===== config.mk =====
export PLATFORM = sky130hd
export DESIGN_NAME = bsh_32_unit
export DESIGN_NICKNAME = d
export VERILOG_FILES = /design/src/rtl/bsh_32_unit.sv
export SDC_FILE = /design/constraint.sdc
export NUM_CORES = 1
export LEC_CHECK = 0
export ABC_AREA = 1
export CAP_MARGIN = 30
export CORE_MARGIN = 3
export CORE_UTILIZATION = 56
export CTS_BUF_LIST = sky130_fd_sc_hd__clkbuf_8
export DETAILED_ROUTE_END_ITERATION = 8
export PLACE_DENSITY = 0.9
export RECOVER_POWER = 50
export SETUP_SLACK_MARGIN = 0.3
export SYNTH_ARGS = -nofsm -noshare
export SYNTH_HDL_FRONTEND = slang
export SYNTH_SLANG_ARGS = --single-unit
export TNS_END_PERCENT = 30

===== constraint.sdc =====
create_clock -name clk -period 1.2 [get_ports clk]
set_input_delay 0.36 -clock clk [delete_from_list [all_inputs] [get_ports clk]]
set_output_delay 0.36 -clock clk [all_outputs]
set_load 0.02 [all_outputs]

===== src/rtl/bsh_32_unit.sv =====
// rtl/bsh_32_unit.sv - 32-bit logarithmic logical barrel shifter with registered output
module bsh_32_unit #(
  parameter int WIDTH = 32,
  parameter int SH_W  = 5
) (
  input  logic             clk,
  input  logic             rst,
  input  logic [WIDTH-1:0] data_in,
  input  logic             dir,
  input  logic [SH_W-1:0]  sh,
  input  logic             in_valid,
  output logic [WIDTH-1:0] data_out,
  output logic             out_valid
);

  // stage_w[0] is the operand; stage_w[k+1] is the output of the shift-by-2^k mux level
  logic [WIDTH-1:0] stage_w [SH_W+1];

  logic [WIDTH-1:0] data_out_q, data_out_d;
  logic             out_valid_q, out_valid_d;

  // Five cascaded 2:1 mux levels; direction is applied identically in every level
  always_comb begin
    stage_w[0] = data_in;
    for (int k = 0; k < SH_W; k++) begin
      if (sh[k]) begin
        if (dir) begin
          stage_w[k+1] = stage_w[k] >> (1 << k);
        end else begin
          stage_w[k+1] = stage_w[k] << (1 << k);
        end
      end else begin
        stage_w[k+1] = stage_w[k];
      end
    end
  end

  // Next-state: capture a new result only for a qualified input, otherwise hold the data.
  // out_valid depends on in_valid alone so garbage operands in idle cycles cannot leak into it.
  always_comb begin
    out_valid_d = in_valid;
    data_out_d  = data_out_q;
    if (in_valid) begin
      data_out_d = stage_w[SH_W];
    end
  end

  // Output register stage; reset clears it immediately, independent of the clock
  always_ff @(posedge clk or posedge rst) begin
    if (rst) begin
      data_out_q  <= '0;
      out_valid_q <= 1'b0;
    end else begin
      data_out_q  <= data_out_d;
      out_valid_q <= out_valid_d;
    end
  end

  assign data_out  = data_out_q;
  assign out_valid = out_valid_q;

endmodule


==> key figures, run 1 <==
Status
  • Status: finished with violations
  • Violated checks: design-rule violations, negative setup slack

Synthesis
  • Ys Warns: 0
  • Post-synth top area share: roughly a third
  • Post-Syn Nets: between 700 and 800
  • Adder-cell share of the synthesized area: 0%
  • Sequential cell area fraction in the yosys report: about a fifth
  • XOR/XNOR share of the synthesized area: 0%
  • Cells after Synth: 744
  • Largest family of logic cells by synthesized area: simple AND/OR/NAND/NOR gates
  • Syn avg cell area: slightly below 6 µm²
  • Post-synthesis cell area: roughly 4400 µm²
  • Synth area leader: nand2_1
  • Post-synthesis compound-gate area fraction: between 5 and 6%
  • Mux cell area share after synthesis: 0%
  • Synth area leaders: nand2_1, dfrtp_1, nand3_2
  • Simple-Gate Fraction of Synth Area: ~66%
  • Yosys reg bits: 33
  • Post-synthesis cell type count: 22

Hold path
  • Hold WC Path Type: register to register
  • End of the worst hold path: data_out[23]$_DFFE_PP0P_
  • Hold Path Origin: data_out[23]$_DFFE_PP0P_
  • Hold Path Depth: 2

Worst setup path
  • R2R cell count: 3
  • Critical path type: input pin to register
  • Worst Setup Start Kind: input pin
  • Worst R2R Setup Slack: ~340 ps
  • WP data arrival: ~2100 ps
  • Worst EP required: roughly 1400 ps
  • Reg2Reg Launch Point: data_out[25]$_DFFE_PP0P_
  • Crit Path Max Fanout: 14
  • Worst Setup End Kind: register
  • R2r endpoint: data_out[25]$_DFFE_PP0P_

Drt
  • WL final: approximately 22 mm
  • Drt initial violations: 1,190
  • Routed via count: 6,540
  • Routed len/inst: 23.2 µm
  • Drt first pass iters: 9
  • ANT nets after route: 0
  • # DRC: 35
  • Vias per cell: around 7

Finish
  • Synth-to-Final Area Change: 51.2%
  • Layout Utilization: ~89%
  • Layout net count: roughly 870
  • Commonest non-fill, non-tap cells in the layout: nand2_1, nand3_2, nand2_2
  • Layout cells sized above 1: 43.2%
  • Layout filler cell count: roughly 330
  • Commonest non-fill, non-tap cell in the layout: nand2_1

Timing
  • Slew @ Worst Pin: ~480 ps
  • RSZ-0062 raised after global routing: yes
  • Tmin final: roughly 1900 ps
  • Slew HR: around two thirds
  • Final worst slack: -681 ps
  • Final setup viols: between 40 and 50
  • Fmax: about 0.53 GHz
  • Slew Viols, Final: 0
  • Final hold violations: 0
  • TNS Setup: -17,640 ps
  • Clock Skew: 0 ps
  • Fin crit share: 157%

Clock tree
  • Cts hold-fix bufs: 0
  • Clk slew on worst S/H paths: around 70 ps
  • H-tree levels: 2
  • Total CTS buffers: 5
  • CTS tree: done
  • Clock sinks: 33
  • CTS max path bufs: 2
  • Clk Latency, worst-skew pair: between 200 and 300 ps
  • Clock Tree Root: clkbuf_8

Global route
  • GRT overflow: 0
  • Largest net degree at the start of global routing: 34
  • Total track usage: between 30% and 40%
  • Vias in the first global route: approximately 5,900
  • Number of antenna violations at the first check in global routing: 1
  • First-pass GRT wire length: 28.1 mm

Pwr
  • Power share of the sequential group: 25.8%
  • Psw: around 0.0024 W
  • Int Power: between 0.002 and 0.003 W
  • Comb power frac: between 50% and 60%
  • LEAKAGE: ~3.4 nW
  • Clock group share of total power: ~17%
  • Pwr dens: 792 nW/µm²
  • Peak supply drop: roughly 680 µV
  • Net Sw Frac: between 40% and 50%

Die
  • Initial Util: roughly three fifths
  • Area of the core: roughly 7400 µm²
  • Num rows: 31
  • # IOs: 74
  • Die Footprint: just under 9000 µm²
  • Die H: 94.2 µm
  • Chip Width: approximately 94 µm

Placement
  • Port Buffers: 73
  • RePlAce Congestion: 0.945
  • Post-detail-place hpwl: roughly 10 mm

Job
  • MaxCap Viol Count: 0
## cell type report
type,instances,area [µm²],share of cell area [%]
multi-input combinational,644,3970,60.2
timing repair buffer,136,1510,22.8
sequential,33,827,12.5
tap,99,124,1.88
clock buffer,6,82.6,1.25
inverter,13,78.8,1.20
clock inverter,1,3.75,0.0569
antenna,1,2.50,0.0380
## logic make-up after synthesis
kind of cell	count (synthesis)
flops	33
compound gates	45
simple gates	599
buf+inv	67
## flip-flops by register name, indices dropped and copies added, names as in the netlist
signal	count
out_valid	1
data_out	32
## worst max-delay path by stage
stage / from / to / slack (ps)
floorplan: dir / data_out[22]$_DFFE_PP0P_ / -330
global placement: sh[1] / data_out[22]$_DFFE_PP0P_ / -830
detailed placement: sh[1] / data_out[22]$_DFFE_PP0P_ / -900
CTS: dir / data_out[24]$_DFFE_PP0P_ / -320
global route: sh[0] / data_out[2]$_DFFE_PP0P_ / -760
finish: dir / data_out[2]$_DFFE_PP0P_ / -680
## what timing repair did
action / 4_1_cts / 5_1_grt
resized for setup: 189 / 210
endpoints found under the setup margin: 65 / 65
buffers inserted: 3 / 0
cloned: 9 / 1
pin swaps: 77 / 16
## power by group through the flow
| stage | Combinational (W) | Clock [W] | Sequential (W) |
|---|---|---|---|
| floorplan | 0.00132 | 0 | 0.00149 |
| global placement | 0.00230 | 0 | 0.00134 |
| detailed placement | 0.00236 | 0 | 0.00134 |
| CTS | 0.00254 | 0.000848 | 0.00132 |
| global route | 0.00315 | 0.000894 | 0.00135 |
| finish | 0.00301 | 0.000863 | 0.00135 |
## synth_stat cells
master    number
a21oi_1       44
nand3_1      102
nor2_1        28
clkbuf_8       1
buf_2         21
nor2_4         1
nor3_2         1
clkinv_1       1
buf_6         15
nand4_1        4
o21ai_0        1
inv_6          1
nand2_1      388
dfrtp_1       33
inv_1          9
nand3_2       71
nand2_2        3
buf_4          9
inv_2          2
nor2_8         1
clkbuf_1       7
buf_1          1
## through the flow
| step | cells | hold slack, ps | instance area (µm²) | power, W | worst slack [ps] |
|---|---|---|---|---|---|
| 3_3_place_gp | 912 | 462 | 5600 | 0.00364 | -831 |
| 6_report | 933 | 491 | 6590 | 0.00522 | -681 |
| 5_1_grt | 933 | 508 | 6590 | 0.00540 | -762 |
| 3_5_place_dp | 912 | 464 | 5600 | 0.00370 | -897 |
| 2_1_floorplan | 744 | 391 | 4600 | 0.00281 | -330 |
| 4_1_cts | 931 | 433 | 6270 | 0.00470 | -318 |
## metal layers
metal	global-route usage (%)	part of all wire, %	wire (µm)	up-vias
met3	10.2	14	3100	294
met1	47.2	32	6910	2901
met2	64.5	43	9380	747
met4	17.9	10	2240	0
met5	0	0	0	-
li1	-	-	-	2598
## critical path, cell delays in order
cell and delay [ps]:
buf_12 130, buf_12 160, nor2_4 240, clkbuf_16 240, nand2_2 80, nand3_4 110
nand2_1 90, nand3_2 190, nand2_1 90, nand2_1 130, a21oi_1 100, a21oi_2 140
Power figures use the tool's default switching activity.
==> run 2: changes to the inputs <==
--- a/config.mk
+++ b/config.mk
@@ -7,13 +7,12 @@
 export LEC_CHECK = 0
 export ABC_AREA = 1
 export CAP_MARGIN = 30
-export CORE_MARGIN = 3
 export CORE_UTILIZATION = 56
 export CTS_BUF_LIST = sky130_fd_sc_hd__clkbuf_8
 export DETAILED_ROUTE_END_ITERATION = 8
 export PLACE_DENSITY = 0.9
 export RECOVER_POWER = 50
-export SETUP_SLACK_MARGIN = 0.3
+export SETUP_SLACK_MARGIN = 0.05
 export SYNTH_ARGS = -nofsm -noshare
 export SYNTH_HDL_FRONTEND = slang
 export SYNTH_SLANG_ARGS = --single-unit
==> key figures, run 2 <==
Synthesis
  • Post-synth top flop: dfrtp_1
  • Ys Warns: 0 (unchanged)
  • Yosys reg bits: 33 (unchanged)
  • Commonest cells post-synth: nand2_1, nand3_1, nand3_2, a21oi_1, dfrtp_1
  • Post-synthesis cell type count: 22 (unchanged)
  • Synth area leader: nand2_1
  • Syn avg cell area: 5.86 µm² (unchanged)
  • Asr flop ratio synth: 100% (unchanged)
  • Post-Syn Nets: 785 (unchanged)
  • Post-synth top area share: 33.4% (unchanged)
  • Count leader, synth: nand2_1
  • Post-synthesis cell area: 4360 µm² (unchanged)
  • Cells after Synth: 744 (unchanged)
  • Number of synthesized flops with an enable pin: 0 (unchanged)
  • Sequential cell area fraction in the yosys report: 18.9% (unchanged)
  • Synth area leaders: nand2_1, dfrtp_1, nand3_2

Placement
  • Post-placement cell count: 931 (+2.1%)
  • Port Buffers: 73 (unchanged)
  • Post-detail-place hpwl: 10.6 mm (+5.6%)
  • RePlAce Congestion: 0.922 (-2.5%)

Global route
  • Largest net degree at the start of global routing: 43

Die
  • # IOs: 74 (unchanged)
  • Initial Util: 59.1% (+0.31 points)
  • Num rows: 31 (unchanged)
  • Chip Width: 90.2 µm (-4.2%)
  • Die H: 90.2 µm (-4.2%)

Timing
  • Worst EP post-GRT repair: data_out[22]$_DFFE_PP0P_/D
  • Worst endpoint type: register input

Clock tree
  • Cts hold-fix bufs: 0 (unchanged)
  • CTS max path bufs: 2 (unchanged)
  • Clock Tree Root: clkbuf_8
  • Clock sinks: 33 (unchanged)
  • H-tree levels: 2 (unchanged)
  • Total CTS buffers: 5 (unchanged)

Status
  • Status: aborted with a tool error
  • First Err: [ERROR DPL-0038] Utilization greater than 100%, impossible to legalize
  • Exit stage: global routing (5_1_grt)
## run 2: cell counts after synthesis
Identical to the previous run, type by type.
## run 2: repair_timing
item / in CTS
pin swaps: 87
gates resized for setup: 361
endpoints found under the setup margin: 65
setup buffers: 2
cloned: 8
## run 2: kinds of logic after synthesis
logic type / count (synthesis) / share of synthesized area [%]
simple gates: 599 / 65.8
compound gates: 45 / 5.17
buf+inv: 67 / 10.1
flops: 33 / 18.9
## run 2: stage by stage
| stage | setup TNS, ps | hold slack (ps) | setup WS [ps] | instance area, µm² |
|---|---|---|---|---|
| 4_1_cts | -10020 | 425 | -356 | 6460 |
| 2_1_floorplan | -10100 | 391 | -330 | 4590 |
| 3_5_place_dp | -30680 | 469 | -930 | 5700 |
| 3_3_place_gp | -28430 | 462 | -858 | 5700 |
==> run 3: changes to the inputs <==
--- a/config.mk
+++ b/config.mk
@@ -7,12 +7,10 @@
 export LEC_CHECK = 0
 export ABC_AREA = 1
 export CAP_MARGIN = 30
-export CORE_UTILIZATION = 56
-export CTS_BUF_LIST = sky130_fd_sc_hd__clkbuf_8
+export CORE_UTILIZATION = 40
 export DETAILED_ROUTE_END_ITERATION = 8
-export PLACE_DENSITY = 0.9
+export PLACE_DENSITY_LB_ADDON = 0.15
 export RECOVER_POWER = 50
-export SETUP_SLACK_MARGIN = 0.05
 export SYNTH_ARGS = -nofsm -noshare
 export SYNTH_HDL_FRONTEND = slang
 export SYNTH_SLANG_ARGS = --single-unit
==> key figures, run 3 (same netlist as run 1, synthesis figures left out) <==
Finish
  • Non-Filler Instances: about 1,000
  • Max reg flops: 32
  • Layout Utilization: between 70 and 80%
  • Layout cells sized above 1: 52.5%
  • Final Instance Area: 7360 µm²
  • Commonest non-fill, non-tap cell in the layout: nand2_1
  • Synth-to-Final Area Change: 69.0%
  • Commonest non-fill, non-tap cells in the layout: nand2_1, nand2_2, nand3_2
  • Antenna diodes: 0
  • Layout net count: about 900

Worst setup path
  • CP endpoint: data_out[26]$_DFFE_PP0P_
  • Worst R2R Setup Slack: approximately 420 ps
  • WP data arrival: 1800 ps
  • Worst Setup Start Kind: input pin
  • Critical Path Source: sh[0]
  • Reg2Reg Launch Point: data_out[20]$_DFFE_PP0P_
  • Worst EP required: around 1400 ps
  • R2r endpoint: data_out[20]$_DFFE_PP0P_
  • R2R cell count: 3
  • Worst Setup End Kind: register
  • Crit Path Max Fanout: 8
  • Critical path type: input pin to register

Die
  • Initial Util: 41.7% (-17 points)
  • Chip Width: 106 µm (+18%)
  • Die H: 106 µm (+18%)
  • Area of the core: 10,500 µm²
  • Die Footprint: roughly 11,000 µm²
  • # IOs: 74 (unchanged)
  • Num rows: 37 (+19%)

Clock tree
  • H-tree levels: 2 (unchanged)
  • Cts hold-fix bufs: 0 (unchanged)
  • Clk Latency, worst-skew pair: 280 ps
  • Clock Tree Root: clkbuf_8
  • Clock sinks: 33 (unchanged)
  • Total CTS buffers: 5 (unchanged)
  • CTS tree: done
  • Clk slew on worst S/H paths: ~60 ps
  • CTS max path bufs: 2 (unchanged)

Drt
  • Routed len/inst: roughly 17 µm
  • ANT nets after route: 0
  • WL final: between 15 and 20 mm
  • Drt first pass iters: 5
  • Drt initial violations: between 400 and 500
  • # DRC: 0
  • Routed via count: roughly 5,600
  • Vias per cell: 5.57

Status
  • Violated checks: negative setup slack
  • Status: finished with violations

Timing
  • RSZ-0062 raised after global routing: yes
  • Slew Viols, Final: 0
  • Clock Skew: 0 ps
  • Tmin final: between 1500 and 2000 ps
  • Fin crit share: 135%
  • Final setup viols: 39
  • Fmax: just over 0.6 GHz
  • Final worst slack: -425 ps
  • Slew @ Worst Pin: 478 ps
  • Final hold violations: 0
  • Slew HR: 68.1%

Placement
  • Post-placement cell count: 969 (+4.1%)
  • Port Buffers: 73 (unchanged)
  • Pre-CTS setup slack: -1030 ps (-101 ps)
  • DP Area: 5820 µm² (+2.0%)
  • RePlAce Congestion: 0.860 (-6.7%)
  • Post-detail-place hpwl: 10.9 mm (+2.4%)

Global route
  • Largest net degree at the start of global routing: 42
  • Vias in the first global route: between 5,000 and 6,000
  • GRT overflow: 0
  • First-pass GRT wire length: 26.5 mm
  • Number of antenna violations at the first check in global routing: 0
  • Total track usage: 29.2%

Job
  • MaxCap Viol Count: 0

Hold path
  • Hold WC Path Type: register to register

Pwr
  • Peak supply drop: about 570 µV
  • Total chip power: 0.00523 W
  • Pwr dens: 710 nW/µm²
  • LEAKAGE: between 3 and 4 nW
[run 3: critical path: stages]
cell     delay, ps
buf_16         140
buf_12         150
buf_12         140
nand3_2         80
nand3_4        130
nand2_2        120
nand3_4         90
nand2_2         90
nand3_4         80
nand2_2         70
nand3_2        100
nand2_1         70
nand2_1         60
nand2_1         70
nand2_1         50
[run 3: worst min-delay path by stage]
| stage | from | slack (ps) | cells past startpoint | to |
|---|---|---|---|---|
| 6_report | data_out[22]$_DFFE_PP0P_ | 480 | 2 | data_out[22]$_DFFE_PP0P_ |
| 5_1_grt | data_out[23]$_DFFE_PP0P_ | 500 | 2 | data_out[23]$_DFFE_PP0P_ |
| 4_1_cts | rst | 440 | 3 | data_out[23]$_DFFE_PP0P_ |
| 3_5_place_dp | data_out[23]$_DFFE_PP0P_ | 470 | 2 | data_out[23]$_DFFE_PP0P_ |
| 3_3_place_gp | data_out[6]$_DFFE_PP0P_ | 460 | 2 | data_out[6]$_DFFE_PP0P_ |
| 2_1_floorplan | in_valid | 390 | 0 | out_valid$_DFF_PP0_ |
[run 3: repair_timing]
| action | CTS | global route |
|---|---|---|
| endpoints found under the setup margin | 65 | 60 |
| pin swaps | 108 | 86 |
| gates resized for setup | 314 | 183 |
| cloned | 11 | 3 |
| buffers inserted | 13 | 2 |
[run 3: power by group]
part | internal (W) | switching, W | total, W
registers | 0.00124 | 0.0000910 | 0.00133
clock network | 0.000381 | 0.000389 | 0.000770
logic | 0.00128 | 0.00185 | 0.00312
total | 0.00290 | 0.00233 | 0.00523
[run 3: through the flow]
step           TNS (ps)  hold slack [ps]
6_report         -11920              476
3_5_place_dp     -33070              472
3_3_place_gp     -32210              463
2_1_floorplan    -10100              391
4_1_cts          -11240              436
5_1_grt          -14870              504
[run 3: area by class of cell]
class / instances / area [µm²]
inverters: 13 / 75.1
flip-flops and latches: 33 / 828
clock buffers: 5 / 68.8
well taps: 136 / 170
multi-input cells: 644 / 4340
fillers: 893 / 3100
clock inverters: 1 / 5.00
repair buffers: 169 / 1850
repair inverters: 2 / 20.0
[run 3: routing by layer]
metal | global-route usage [%] | vias to the layer above | wire [µm]
met2 | 48.8 | 194 | 8250
met3 | 4.78 | 25 | 1140
li1 | - | 2671 | -
met5 | 0 | - | 0
met1 | 40.0 | 2693 | 7340
met4 | 4.27 | 0 | 231
==> run 4: changes to the inputs <==
--- a/config.mk
+++ b/config.mk
@@ -8,6 +8,7 @@
 export ABC_AREA = 1
 export CAP_MARGIN = 30
 export CORE_UTILIZATION = 40
+export CTS_CLUSTER_SIZE = 12
 export DETAILED_ROUTE_END_ITERATION = 8
 export PLACE_DENSITY_LB_ADDON = 0.15
 export RECOVER_POWER = 50
==> results of run 4 <==
The final DEF is identical to that of run 3; final timing and power are the same.
